**src/rtl/cim_pkg.sv**
```systemverilog
// rtl/cim_pkg.sv - shared FSM state type and counter width helper for the pooling controller
package cim_pkg;

  typedef enum logic [1:0] {
    ST_IDLE = 2'd0,
    ST_EMIT = 2'd1,
    ST_WAIT = 2'd2
  } pool_state_t;

  // Width needed to count 0..n-1, never narrower than one bit
  function automatic int cnt_width(input int n);
    return (n <= 2) ? 1 : $clog2(n);
  endfunction

endpackage

```
**src/rtl/pool_pos_cnt.sv**
```systemverilog
// rtl/pool_pos_cnt.sv - row/col position and stride-phase tracking for the pooling window
module pool_pos_cnt
  import cim_pkg::*;
#(
  parameter int img_width  = 13,
  parameter int kernel_dim = 3,
  parameter int stride     = 2
) (
  input  logic clk,
  input  logic rst,
  input  logic adv,
  output logic win,
  output logic last
);

  localparam int CW = cnt_width(img_width);
  localparam int PW = cnt_width(stride);
  localparam logic [CW-1:0] POS_MAX = CW'(img_width - 1);
  localparam logic [CW-1:0] WIN_MIN = CW'(kernel_dim - 1);
  localparam logic [PW-1:0] PH_MAX  = PW'(stride - 1);

  logic [CW-1:0] row;
  logic [CW-1:0] col;
  logic [PW-1:0] row_ph;
  logic [PW-1:0] col_ph;
  logic          col_wrap;

  assign col_wrap = (col == POS_MAX);
  assign last     = col_wrap && (row == POS_MAX);
  // Phase is (pos - (kernel_dim-1)) mod stride, held at zero until the first full window
  assign win      = (row >= WIN_MIN) && (col >= WIN_MIN) && (row_ph == '0) && (col_ph == '0);

  always_ff @(posedge clk or negedge rst) begin
    if (!rst) begin
      row    <= '0;
      col    <= '0;
      row_ph <= '0;
      col_ph <= '0;
    end else if (adv) begin
      if (col_wrap) begin
        col    <= '0;
        col_ph <= '0;
        if (row == POS_MAX) begin
          row    <= '0;
          row_ph <= '0;
        end else begin
          row <= row + 1'b1;
          if (row >= WIN_MIN) row_ph <= (row_ph == PH_MAX) ? '0 : row_ph + 1'b1;
        end
      end else begin
        col <= col + 1'b1;
        if (col >= WIN_MIN) col_ph <= (col_ph == PH_MAX) ? '0 : col_ph + 1'b1;
      end
    end
  end

endmodule

```
**src/rtl/pool_ctrl.sv**
```systemverilog
// rtl/pool_ctrl.sv - pooling layer handshake controller: pixel accept, window emit, end-of-image
module pool_ctrl
  import cim_pkg::*;
#(
  parameter int img_width  = 13,
  parameter int kernel_dim = 3,
  parameter int stride     = 2
) (
  input  logic clk,
  input  logic rst,
  input  logic i_start,
  output logic o_busy,
  output logic o_ibuf_we,
  input  logic i_next_busy,
  output logic o_next_start,
  output logic o_done
);

  if (kernel_dim > img_width || stride < 1 || kernel_dim < 1) begin : g_bad_params
    $error("pool_ctrl: kernel_dim/stride invalid for img_width");
  end

  pool_state_t state;
  pool_state_t state_nxt;
  logic        accept;
  logic        win;
  logic        last;
  logic        done_pend;

  // Gated by rst so the buffer write enable drops the moment reset asserts
  assign accept    = i_start && rst && (state == ST_IDLE);
  assign o_ibuf_we = accept;

  pool_pos_cnt #(
    .img_width (img_width),
    .kernel_dim(kernel_dim),
    .stride    (stride)
  ) u_pos (
    .clk (clk),
    .rst (rst),
    .adv (accept),
    .win (win),
    .last(last)
  );

  always_ff @(posedge clk or negedge rst) begin
    if (!rst) state <= ST_IDLE;
    else      state <= state_nxt;
  end

  always_comb begin
    state_nxt    = state;
    o_busy       = 1'b1;
    o_next_start = 1'b0;
    unique case (state)
      ST_IDLE: begin
        o_busy = 1'b0;
        if (accept && win) state_nxt = ST_EMIT;
      end
      ST_EMIT, ST_WAIT: begin
        if (!i_next_busy) begin
          o_next_start = 1'b1;
          state_nxt    = ST_IDLE;
        end else begin
          state_nxt = ST_WAIT;
        end
      end
      default: state_nxt = ST_IDLE;
    endcase
  end

  // A producing last pixel reports done with its window; otherwise one cycle after accept
  assign o_done = done_pend && ((state == ST_IDLE) || o_next_start);

  always_ff @(posedge clk or negedge rst) begin
    if (!rst)                done_pend <= 1'b0;
    else if (accept && last) done_pend <= 1'b1;
    else if (o_done)         done_pend <= 1'b0;
  end

endmodule
```
**config.mk**
```make
export PLATFORM = sky130hd
export DESIGN_NAME = pool_ctrl
export DESIGN_NICKNAME = d
export VERILOG_FILES = /design/src/rtl/cim_pkg.sv /design/src/rtl/pool_pos_cnt.sv /design/src/rtl/pool_ctrl.sv
export SDC_FILE = /design/constraint.sdc
export NUM_CORES = 1
export LEC_CHECK = 0
export BUFFER_PORTS_ARGS = -buffer_cell sky130_fd_sc_hd__buf_2
export CORE_MARGIN = 4
export CORE_UTILIZATION = 55
export DETAILED_ROUTE_END_ITERATION = 12
export PLACE_DENSITY = 0.84
export RECOVER_POWER = 100
export SYNTH_ARGS = -nofsm -noshare
export SYNTH_HDL_FRONTEND = slang
export SYNTH_HIERARCHICAL = 1
export SYNTH_SLANG_ARGS = --single-unit
```
**constraint.sdc**
```tcl
create_clock -name clk -period 1.8 [get_ports clk]
set_input_delay 0.36 -clock clk [delete_from_list [all_inputs] [get_ports clk]]
set_output_delay 0.36 -clock clk [all_outputs]
set_load 0.03 [all_outputs]
```
## Word-level counts from Yosys, hierarchy flattened

Cells that the tools add are included.

- Logic and storage cells: 53
- Register bits: 13
- Bits of input ports: 4

- $lt $le $gt $ge: 2
- Bitwise gates (word level): 2
- Add/sub/neg operators: 4
- Eq/ne operators: 5
- Reductions and logical operators: 18
- Mux-type cells: 16

Operators by type and width:

| kind | count |
|---|---|
| $mux 1 | 11 |
| $logic_and 1x1->1 | 9 |
| $add 4x1->4 const B | 2 |
| $eq 4x4->1 const B | 2 |
| $ge 4x2->1 const B | 2 |
| $mux 4 | 2 |
| $reduce_bool 2->1 | 3 |
| $mux 2 | 2 |
| $pmux 2 s2 | 1 |
| $reduce_and 2->1 | 2 |
| $reduce_and 3->1 | 1 |
| $add 1x1->1 const B | 2 |
| $eq 2x1->1 const B | 1 |
| $eq 2x2->1 const B | 1 |
| $logic_not 2->1 | 1 |
| $ne 2x2->1 const B | 1 |
| $not 1->1 | 2 |
| $reduce_or 2->1 | 1 |
| $logic_or 1x1->1 | 1 |

## Depth between registers and ports, before layout

- Word-level depth: 7
- Gate-level depth with buffers: 8
- Gate-level depth less buffers: 7

## Cells and area by module

The synthesis kept the hierarchy.

By module, submodules not included:

| module | cells each | times used | area an instance (µm²) | sequential area each (µm²) |
|---|---|---|---|---|
| pool_pos_cnt | 60 | 1 | 563.0 | 250.2 |
| pool_ctrl | 18 | 1 | 185.2 | 75.1 |

## Worst setup path after synthesis

OpenSTA, ideal clock, no wires.

- Path kind: reg-to-output
- From: register state[0]
- To: output port o_done
- Data required time: 1,440 ps
- Stages on the path, launching flop included: 6
- Slack: -98 ps
- Data arrival time: 1,538 ps
- Cells stage by stage: dfrtp_1 -> inv_1 -> ha_1 -> nor2b_2 -> nor2_1 -> nor2b_1

- Longest elaborated chain between the ends: 5
- Elaborated cells between the ends (all ways): 7
- Classes of those cells: eq/ne: 2; mux: 1; reduce/logical: 4

Ends and longest elaborated chain:

| element | line | RTL |
|---|---|---|
| from (decl) | pool_ctrl.sv:23 | `pool_state_t state;` |
| from (signal assigned) | pool_ctrl.sv:48 | `else state <= state_nxt;` |
| $eq 2x1->1 or $eq 2x2->1 (tied branches) | pool_ctrl.sv:55 | `unique case (state)` |
| $reduce_or 2->1 * | pool_ctrl.sv:55 |  |
| $mux 1 * | pool_ctrl.sv:55 |  |
| net o_next_start | pool_ctrl.sv:15 | `output logic o_next_start,` |
| $logic_or 1x1->1 * | pool_ctrl.sv:73 | `assign o_done = done_pend && ((state == ST_IDLE) \|\| o_next_start);` |
| $logic_and 1x1->1 * | pool_ctrl.sv:73 |  |
| to (decl) | pool_ctrl.sv:16 | `output logic o_done` |

Mark *: on every way through the listed nets, which the timed path passes. The rest lies on a longest branch.

## Worst setup path in the final report

- From: register state[0]
- To: output port o_done

- Longest elaborated chain between the ends: 5
- Elaborated cells between the ends (all ways): 7
- Classes of those cells: eq/ne: 2; mux: 1; reduce/logical: 4

Ends and longest elaborated chain:

| element | line |
|---|---|
| $eq 2x1->1 or $eq 2x2->1 (tied branches) | pool_ctrl.sv:55 |
| $reduce_or 2->1 | pool_ctrl.sv:55 |
| $mux 1 | pool_ctrl.sv:55 |
| $logic_or 1x1->1 * | pool_ctrl.sv:73 |
| $logic_and 1x1->1 * | pool_ctrl.sv:73 |

Every way passes the cells marked *; elsewhere a longest branch is shown, timed or not.

==> results.md <==
- The flow ran to the end, and the final reports show no timing, DRC or antenna violations.
- The initial antenna violation count was 0.
- The most used flip-flop cell after synthesis is dfrtp_1.
- The commonest cells after synthesis are 13 x dfrtp_1, 9 x inv_1, 8 x ha_1, 8 x nand2_1, 8 x o21ai_0.
- Compared with the post-synthesis result, the final layout area differs by 27.8%.
- The mean instance size in the synthesized netlist is 9.59 um2.
- On the final layout, the worst clock skew is 0.00795 ns.
- The CTS tree is built.
- Dividing the detail-routed wire length by the instance count gives 14.3 um.
- The number of different library cells used by synthesis comes to 23.
- 0 antenna diodes ended up in the layout.
- In this run the count of I/O pins placed on the die edge is 8.
- The number of antenna-violating nets in the routed design is 0.
- The relative slew slack is 77.7%.
- The net count of the finished layout is 110.
- The areal power density over the cells is 1480 nW/um2.
- The final non-filler cell total is 112.
- The share of layout cells above drive strength 1 is 35.1%.
- The core region is 1280 um2.
- The number of maximum-capacitance violations is 0.
- Once routing completed, OpenROAD measured the worst setup slack at 0.0314 ns.
- Clock tree synthesis inserted a total of 3 buffers.
- The critical path crosses 6 cells after its start point.
- The delay of the slowest cell on the worst path is 0.37 ns.
- For the finished layout, the period the worst path requires is 1.77 ns.
- The synthesized design contains 13 register bits.
- Global routing consumed, over all layers together, 18.9% of the routing resources.
- In the routed design, unresolved DRC markers number 0.
- From left edge to right edge, the die measures 44.9 um.
- The worst vdd rail ir drop is 0.766 mV.
- The number of slew-limit violations in the final report is 0.
- In this run the biggest area consumer among cell types represents 43.5% of the synthesized area.
- The number of global-route vias before repair is 625.
- The worst slack at placement is 0.0242 ns.
- Hold repair after CTS inserted 0 buffers.
- The largest fanout of any net on the critical path is 2.
- The worst register-to-register path has a depth of 8.
- The number of warnings printed during yosys synthesis is 6.
- The iteration count of the initial detailed-routing pass is 4.
- The HPWL reported at the end of detailed placement is 1.06 mm.
- For the pin with the worst max-slew slack, the measured transition is 0.333 ns.
- The total of endpoints with negative setup slack in the final report is 0.
- When the netlist entered floorplanning its net count stood at 90.
- The count of clock tree sinks is 13.
- The clock passes through at most 2 buffers.
- The largest individual stage delay along the critical path comes from the cell dfrtp_1.
- Setup repair after global routing could not meet its margin everywhere.
- Walking the worst path, the cells encountered are inv_2 -> ha_4 -> nor2b_4 -> nor2_2 -> nor2b_2 -> buf_6.
- Counting tap cells, the placed design contains a total of 102 instances.
- The count of standard-cell rows is 13.
- After synthesis, flip-flops and latches occupy 43.5% of the total area.
- Static timing analysis puts the maximum clock frequency at 565 MHz.
- At the worst endpoint, the required time is 1.44 ns.
- STA classifies the critical path startpoint as a register.
- The total via count after detailed routing is 614.
- The maximum number of pins on one net before global-route repair is 15.
- The clock root buffer master is clkbuf_4.
- The synthesized design spends more area on one cell type than any other, namely dfrtp_1.
- The global-route congestion overflow total is 0.
- By area the synthesized netlist is led by dfrtp_1 43%, ha_1 13%, o21ai_0 5.4%.
- The routability-driven placement congestion ratio is 0.736.
- The share of synthesized registers carrying an async set or reset is 100%.
- The number of enable flip-flop cells after synthesis is 0.
- The number of instances in the synthesized netlist is 78.
- Wires add up to 1.60 mm.
- The type of the worst min-delay path is primary input to asynchronous set/reset pin.
- In the finished design, the share of the clock period the worst path needs comes to 98.3%.
- In this run the tool buffered the top-level ports with 7 buffer cells.
- The type of element capturing the critical path is an output port.
- The synthesized area is 748 um2.
- The global-route wire length before repair is 2.72 mm.
- The ratio of routed vias to standard cells is 5.48.
- Setup slack on the worst reg-to-reg path comes out at 0.08 ns.
- The number of levels the H-tree was split into is 1.
- Once the floorplan was initialized, standard cells occupied 58.2% of the core.
- The type of the worst setup path is register to output port.
- The buffering stage count on the worst path with inverters included is 2.
- The kind of cell with the highest combined delay on the critical path is flip-flops.
- The data arrival time of the critical path is 1.41 ns.
- The initial DRC count is 10.
- The most numerous cell in the Yosys netlist is dfrtp_1.
- In this run the static leakage power is 0.000438 uW.
- The floorplan step set the die height to 44.9 um.
- The number of hold-slack violations in the final timing report is 0.
- The final total power is 1410 uW.
- Clock-pin slew was measured on the worst setup and hold paths at 0.08 ns.
- At the later pin of the worst-skew pair, clock insertion delay measures 0.27 ns.
- The die covers 2010 um2.
## per-stage QoR
| stage | instance area, um2 | setup TNS [ns] | util [%] | hold slack [ns] |
|---|---|---|---|---|
| 2_1_floorplan | 752 | 0 | - | 0.0644 |
| 3_3_place_gp | 821 | 0 | 63.9 | 0.323 |
| 3_5_place_dp | 821 | 0 | 63.9 | 0.326 |
| 4_1_cts | 883 | 0 | 68.7 | 0.0199 |
| 5_1_grt | 956 | -0.0683 | 74.4 | 0.0858 |
| 6_report | 956 | 0 | 74.4 | 0.0621 |
## power breakdown
part	total, uW	switching (uW)	leakage (uW)	internal, uW
registers	483	104	0.000163	378
logic	757	370	0.000257	386
clock network	176	93.4	0.0000177	82.2
total	1410	568	0.000438	847
## layout make-up
class,instances,area [um2]
well taps,15,18.8
flip-flops and latches,13,327
clock buffers,3,22.5
fillers,85,329
inverters,9,33.8
clock inverters,1,5.00
multi-input cells,54,432
repair buffers,17,118
## cell usage in the layout (no fill, tap or decap), types with 2 or more instances in the layout
master | Yosys | routed
mux2i_1 | 2 | 2
nand2_2 | 2 | 2
nor4_4 | 0 | 2
nor2_1 | 3 | 2
o21ai_0 | 8 | 8
dfrtp_1 | 13 | 12
nand3_1 | 3 | 3
nand2_1 | 8 | 8
nand4_1 | 2 | 2
ha_1 | 8 | 7
o31ai_1 | 3 | 3
inv_1 | 9 | 6
buf_2 | 0 | 4
inv_2 | 0 | 3
buf_4 | 2 | 10
a21oi_1 | 3 | 3
clkbuf_4 | 0 | 4
## sequential cells by signal, summed over array words and instances, names as in the netlist
name	cells
done_pend	1
state	2
u_pos/col	4
u_pos/col_ph	1
u_pos/row	4
u_pos/row_ph	1
## cells by family after synthesis
kind of cell | after synthesis | synth area share (%)
fa+ha+maj | 8 | 13.4
buf+inv | 11 | 6.52
mux | 3 | 4.68
xor+xnor | 1 | 1.17
flops | 13 | 43.5
simple gates | 25 | 17.4
compound gates | 17 | 13.4
## layer usage
layer	vias up	routed length (um)	global-route usage (%)
met4	0	9	10.5
met2	15	857	31.8
met5	-	0	0
li1	312	-	-
met3	2	49	2.39
met1	285	681	23.1
## worst reg2reg max path, delay by kind of cell, from the launching register on
kind | cells | cell delay [ns]
buffers and inverters | 2 | 0.25
DFF | 1 | 0.41
and+or+nand+nor | 4 | 0.49
muxes | 1 | 0.30
adders and majority gates | 1 | 0.14
## worst paths after layout
path | startpoint | end
setup reg to reg | u_pos/col[0] | state[0]
hold reg to reg | done_pend | done_pend
hold / removal | rst | u_pos/row_ph
min in group clk | i_next_busy | state[1]
setup / recovery | state[0] | o_done
max in group asynchronous | rst | u_pos/row[0]
## timing repair
action                     4_1_cts  5_1_grt
setup endpoints to repair        3        3
buffers inserted                 1        5
pin swaps                        2        4
resized for setup                7        8
(Power assumes the default switching activity.)
